===== config.mk =====
export PLATFORM = sky130hd
export DESIGN_NAME = fetch_stage
export DESIGN_NICKNAME = d
export VERILOG_FILES = /design/src/rtl/fetch_stage.sv
export SDC_FILE = /design/constraint.sdc
export NUM_CORES = 1
export LEC_CHECK = 0
export ABC_AREA = 1
export BUFFER_PORTS_ARGS = -buffer_cell sky130_fd_sc_hd__buf_2
export CORE_MARGIN = 5
export CORE_UTILIZATION = 50
export DETAILED_ROUTE_END_ITERATION = 7
export MAX_ROUTING_LAYER = met4
export PLACE_DENSITY = 0.84
export SLEW_MARGIN = 40
export SYNTH_ARGS = -nofsm -noshare
export SYNTH_HDL_FRONTEND = slang
export SYNTH_SLANG_ARGS = --single-unit

===== constraint.sdc =====
create_clock -name clk -period 1.4 [get_ports clk]
set_input_delay 0.28 -clock clk [delete_from_list [all_inputs] [get_ports clk]]
set_output_delay 0.28 -clock clk [all_outputs]
set_load 0.005 [all_outputs]

===== src/rtl/fetch_stage.sv =====
// RV32I instruction fetch: owns the PC, issues one-outstanding word requests,
// and feeds the IF/ID register through a one-entry skid buffer.
`timescale 1ns/1ps
module fetch_stage #(
    parameter logic [31:0] RESET_PC = 32'h0000_0000
) (
    input  logic        clk,
    input  logic        reset,
    output logic        imem_req,
    output logic [31:0] imem_addr,
    input  logic        imem_gnt,
    input  logic        imem_rvalid,
    input  logic [31:0] imem_rdata,
    input  logic        redirect,
    input  logic [31:0] redirect_pc,
    input  logic        stall,
    output logic        id_valid,
    output logic [31:0] id_pc,
    output logic [31:0] id_instr,
    output logic [6:0]  id_opcode
);

    typedef enum logic [1:0] {
        S_REQ   = 2'd0,
        S_WAIT  = 2'd1,
        S_BLOCK = 2'd2,
        S_DRAIN = 2'd3
    } state_t;

    state_t      state_r;
    state_t      state_next_s;
    logic [31:0] fetch_pc_r;
    logic [31:0] pend_pc_r;
    logic        skid_valid_r;
    logic [31:0] skid_pc_r;
    logic [31:0] skid_instr_r;
    logic        drop_r;

    logic        consume_s;
    logic        resp_s;
    logic        grant_s;
    logic        outstanding_s;
    logic        skid_valid_next_s;

    // Handshake qualifiers and the skid occupancy at the end of this cycle
    always_comb begin
        consume_s     = id_valid & ~stall;
        resp_s        = imem_rvalid & ~drop_r & (state_r == S_WAIT);
        grant_s       = (state_r == S_REQ) & imem_gnt;
        outstanding_s = (((state_r == S_WAIT) | (state_r == S_DRAIN)) & ~imem_rvalid) | grant_s;
        if (consume_s & skid_valid_r) begin
            skid_valid_next_s = resp_s;
        end else if (~consume_s & id_valid & resp_s) begin
            skid_valid_next_s = 1'b1;
        end else begin
            skid_valid_next_s = skid_valid_r;
        end
    end

    // State register
    always_ff @(posedge clk) begin
        if (reset) begin
            state_r <= S_REQ;
        end else begin
            state_r <= state_next_s;
        end
    end

    // Next-state logic; redirect overrides the normal sequencing
    always_comb begin
        state_next_s = state_r;
        if (redirect) begin
            state_next_s = outstanding_s ? S_DRAIN : S_REQ;
        end else begin
            case (state_r)
                S_REQ:   state_next_s = imem_gnt ? S_WAIT : S_REQ;
                S_WAIT: begin
                    if (imem_rvalid) begin
                        state_next_s = skid_valid_next_s ? S_BLOCK : S_REQ;
                    end else begin
                        state_next_s = S_WAIT;
                    end
                end
                S_BLOCK: state_next_s = skid_valid_next_s ? S_BLOCK : S_REQ;
                S_DRAIN: state_next_s = imem_rvalid ? S_REQ : S_DRAIN;
                default: state_next_s = S_REQ;
            endcase
        end
    end

    // Outputs decoded from state and the IF/ID register
    always_comb begin
        imem_req  = (state_r == S_REQ) & ~reset;
        imem_addr = fetch_pc_r;
        if (id_valid) begin
            id_opcode = id_instr[6:0];
        end else begin
            id_opcode = 7'd0;
        end
    end

    // PC, drop flag, IF/ID and skid datapath
    always_ff @(posedge clk) begin
        if (reset) begin
            fetch_pc_r   <= RESET_PC & 32'hFFFF_FFFC;
            pend_pc_r    <= 32'd0;
            drop_r       <= 1'b0;
            id_valid     <= 1'b0;
            id_pc        <= 32'd0;
            id_instr     <= 32'd0;
            skid_valid_r <= 1'b0;
            skid_pc_r    <= 32'd0;
            skid_instr_r <= 32'd0;
        end else if (redirect) begin
            fetch_pc_r   <= redirect_pc & 32'hFFFF_FFFC;
            drop_r       <= outstanding_s;
            id_valid     <= 1'b0;
            skid_valid_r <= 1'b0;
        end else begin
            if (grant_s) begin
                pend_pc_r  <= fetch_pc_r;
                fetch_pc_r <= fetch_pc_r + 32'd4;
            end
            if ((state_r == S_DRAIN) && imem_rvalid) begin
                drop_r <= 1'b0;
            end
            // The skid always drains first so a same-cycle response queues behind it
            if (consume_s) begin
                if (skid_valid_r) begin
                    id_valid     <= 1'b1;
                    id_pc        <= skid_pc_r;
                    id_instr     <= skid_instr_r;
                    skid_valid_r <= resp_s;
                    if (resp_s) begin
                        skid_pc_r    <= pend_pc_r;
                        skid_instr_r <= imem_rdata;
                    end
                end else if (resp_s) begin
                    id_valid <= 1'b1;
                    id_pc    <= pend_pc_r;
                    id_instr <= imem_rdata;
                end else begin
                    id_valid <= 1'b0;
                end
            end else if (resp_s) begin
                if (id_valid) begin
                    skid_valid_r <= 1'b1;
                    skid_pc_r    <= pend_pc_r;
                    skid_instr_r <= imem_rdata;
                end else begin
                    id_valid <= 1'b1;
                    id_pc    <= pend_pc_r;
                    id_instr <= imem_rdata;
                end
            end
        end
    end

endmodule


# Yosys cells after proc, flatten, opt, wreduce, memory -nomap -nowiden
# Index checks and enable logic that the tools add are counted.
# op_classes
addsub,1
n_eq_ne,5
mux,40
bitwise,17
reduce_logical,12
# op_table
cell,n
32-bit two-way mux,20
"32-bit by 3-bit adder with 32-bit output, second input constant",1
1-bit two-way mux,13
2-bit two-way mux,5
2-bit nonzero test,5
1-bit AND,9
2-bit case mux with 4 select lines,1
4-bit AND reduction,2
7-bit two-way mux,1
1-bit NOT,6
"2-bit equality test, second input constant",2
2-bit AND reduction,2
"2-bit by 1-bit equality test with 1-bit output, second input constant",1
2-bit zero test,1
"2-bit by 1-bit inequality test with 1-bit output, second input constant",1
"2-bit inequality test, second input constant",1
1-bit bitwise OR,2
2-bit OR reduction,1
1-bit logical AND,1
# word_totals
reg_bits,197
in_bits,70
out_inout_bits,105
word_cells,86

# Depth between registers and ports, before layout
# depth
word_depth,11
depth_mapped,11
ltp_nobuf,10

# Worst setup path before layout
# Ideal clock, no wire load.
# synth_timing
path_type,flip-flop to flip-flop
startpoint,register fetch_pc_r[2] (netlist: imem_addr[2])
endpoint,register fetch_pc_r[30] (netlist: imem_addr[30])
setup_ns,0.110
t_arrival_ns,1.411
required_ns,1.290
path_slack_ns,-0.121
path_stages_with_launch,12
n_path_buf,1
period_less_slack_ns,1.521
cell_sequence,dfxtp_1 -> ha_1 -> nand2_1 -> nor2_1 -> nand3_1 -> nor2_1 -> buf_4 -> nand3_1 -> nand2_1 -> nand3_1 -> nand2_1 -> inv_1
# synth_between
elab_chain_len,3
# synth_rtl
item,line_no,source
"start, declared",32,logic [31:0] fetch_pc_r;
"start signal, assigned",105,fetch_pc_r <= RESET_PC & 32'hFFFF_FFFC;
"start signal, assigned",115,fetch_pc_r <= redirect_pc & 32'hFFFF_FFFC;
"start signal, assigned",122,fetch_pc_r <= fetch_pc_r + 32'd4;
32-bit by 3-bit adder with 32-bit output,122,
32-bit two-way mux,120,if (grant_s) begin
32-bit two-way mux,114,end else if (redirect) begin
# Every way passes these cells. The select of a mux whose other input is x is not followed.
# A chain may end at the register's enable or synchronous reset.

# Final worst setup path
# layout_timing
startpoint,register state_r[1]
endpoint,register id_instr[21]
# layout_between
elab_chain_len,4
elab_cells_between_ends,5
classes_between,eq/ne: 1; bitwise: 1; reduce/logical: 3
# layout_rtl
item,line_no,source
"start, declared",30,state_t state_r;
"start signal, assigned",65,state_r <= state_next_s;
2-bit by 1-bit equality test with 1-bit output *,48,resp_s = imem_rvalid & ~drop_r & (state_r == S_WAIT);
1-bit AND *,48,
2-bit nonzero test (no source line),-,
4-bit AND reduction (no source line) *,-,
"end signal, assigned",132,id_instr <= skid_instr_r;
"end signal, assigned",141,id_instr <= imem_rdata;
"end signal, assigned",153,id_instr <= imem_rdata;
"end, declared",19,"output logic [31:0] id_instr,"
# Mark *: on every way between the ends. The rest lies on a longest branch, timed or not.

==> run metrics <==
most frequent cells in the layout=nand2_1 (230), inv_1 (191), buf_2 (169); final core occ=74.0%; gr usage total=24.0%; CP Capture Type=flip-flop; placed cells=1630; Final Cell Area=12300 um2; Setup TNS=-15.37 ns; Pwr Density=975 nW/um2; Place WS=-0.134 ns; placer congestion estimate=0.999; Root Driver=clkbuf_16; Synth Warn #=0; largest net degree at the start of global routing=62; M2 GR Usage=37.1%; Placed Area=10200 um2; Mean Syn Cell Area=6.96 um2; period utilisation layout=115%; Initial DRC Count=757; worst min path class=input port to flip-flop; Peak Freq=619 MHz; Via density=5.48; M3 GR Usage=4.09%; Worst EP required=1.72 ns; CTS max path bufs=2; crit-path max cell delay=0.35 ns; Fin Clk Skew=0.00963 ns; total power=12.0 mW; Top Ports=175; met1 GRT Util=31.6%; Critical Path AT=1.94 ns; # DRC=0; GRT Max-Usage Layer=met2; H-tree levels=4; Max VDD drop=0.000804 V; CP Max Fanout=6; most common cell after layout, fill and taps aside=nand2_1; Worst R2R Path Depth=8; fin cells=1708; initial antenna violation count=0; Nets=1545; CORE AREA=16600 um2; die area=19700 um2; clock period minus final worst setup slack=1.62 ns; CTS clk-pin slew, worst paths=0.07 ns; CTS tree=built; post-cts hold buffer count=0; layout cells sized above 1=36.0%; die width=140 um; critical path class=flip-flop to flip-flop; status=finished with violations; Syn Inst Count=1221; Antenna Nets Post-Route=0; Routed wire per std cell=16.8 um; cells along the critical path=nor2_2 -> nand3_2 -> nand2_4 -> nand3_4 -> clkbuf_16 -> buf_6 -> o21ai_1 -> a21oi_1; I/O Buffers=168; Worst Hold Depth=3; Layout area overhead=44.8%; Die Ht=140 um; vias in the first global route=8032; Pre-antenna DRT Iters=5; Pleak=5.51 nW; CTS buffer count=17; failing checks=setup timing; Final Hold Viols=0; number of synthesized register bits=189; global-route wire length before repair=38.4 mm; routed via count=9363; remaining global-route overflow=0; Max-Cap Viols=0; DP HPWL=15.5 mm; RSZ-0062 raised after global routing=yes; FP Rows=47; # setup viols final=143; Slowest-stage cell, CP=dfxtp_2; worst skew pair latency=0.43 ns; CTS sink cnt=189; register area share after synthesis=44.5%; total wire length=28.7 mm; WHS=0.0797 ns; Initial Util=51.1%; Pins Over Slew Limit=0; Synth cell types=32; setup ws final=-0.216 ns; CP Launch Type=flip-flop; synthesized area=8500 um2
==> timing repair <==
item                                    4_1_cts  5_1_grt
endpoints found under the setup margin      136      192
gates resized for setup                      82      301
gates cloned                                  5       18
setup buffers                                13       13
pin swaps                                    11       27
==> layer usage <==
metal	wire length, um	part of all wire [%]
met1	11600	40
met2	13700	48
met3	2540	8.8
met4	950	3.3
met5	0	0
==> sequential cells by signal, indices dropped and copies added, names as in the netlist <==
register      cells
state_r           2
drop_r            1
skid_valid_r      1
pend_pc_r        30
id_instr         32
skid_instr_r     32
id_valid          1
skid_pc_r        30
imem_addr        30
id_pc            30
==> cell type report <==
cell class / instances / area [um2]
Antenna cell: 1 / 2.50
Clock buffer: 19 / 453
Clock inverter: 13 / 129
Fill cell: 1125 / 4330
Inverter: 198 / 757
Multi-Input combinational cell: 759 / 4340
Sequential cell: 189 / 3830
Tap cell: 220 / 275
Timing Repair Buffer: 309 / 2530
==> final timing paths <==
kind,from,end,slack (ns)
max,state_r[1],id_instr[21],-0.22
min reg2reg,id_pc[20],id_pc[20],0.44
max reg2reg,state_r[1],id_instr[21],-0.22
min,imem_rdata[26],skid_instr_r[26],0.08
==> cells by family after synthesis <==
group | synth area share, %
other | 0.0441
AOI/OAI and AO/OA | 22.6
xor gates and xnor gates | 0.515
DFF | 44.5
buffers and inverters | 13.7
and+or+nand+nor | 18.5
adders and majority gates | 0.147
==> Yosys cell counts <==
cell type  instances  area, um2
nor2_2             2       12.5
nor2_8             2       40.0
nor2_4             1       11.3
a21oi_1          145        726
a211oi_1          15        113
ha_1               1       12.5
inv_4              1       6.26
nor3_1             4       20.0
o21bai_1           1       7.51
xnor2_1            2       17.5
dfxtp_1          189       3780
nand2_4            1       11.3
buf_4              7       52.6
nand3_2            2       20.0
inv_1            196        736
buf_1              2       7.51
nor2_1            62        233
o21ai_0          191        956
conb_1             1       3.75
nand2_1          242        908
a31oi_1            9       56.3
inv_2              1       3.75
xor2_1             3       26.3
buf_2             15       75.1
nand4_1           10       62.6
buf_6             10        113
a21boi_0           1       7.51
clkbuf_1          45        169
o211ai_1           3       22.5
nand2_2            2       12.5
o21ai_1            7       35.0
nand3_1           48        240
==> critical path, delay by kind of cell (launching register included) <==
family,cells,cell delay [ns]
AO/OA/AOI/OAI,2,0.24
buffers and inverters,2,0.37
AND/OR/NAND/NOR,4,0.54
flip-flops,1,0.35
==> report_power, final <==
| group | switching [mW] | internal, mW |
|---|---|---|
| Clock | 2.23 | 2.59 |
| Combinational | 0.851 | 0.647 |
| Sequential | 0.134 | 5.55 |
| Total | 3.21 | 8.79 |
Power figures use the tool's default switching activity.
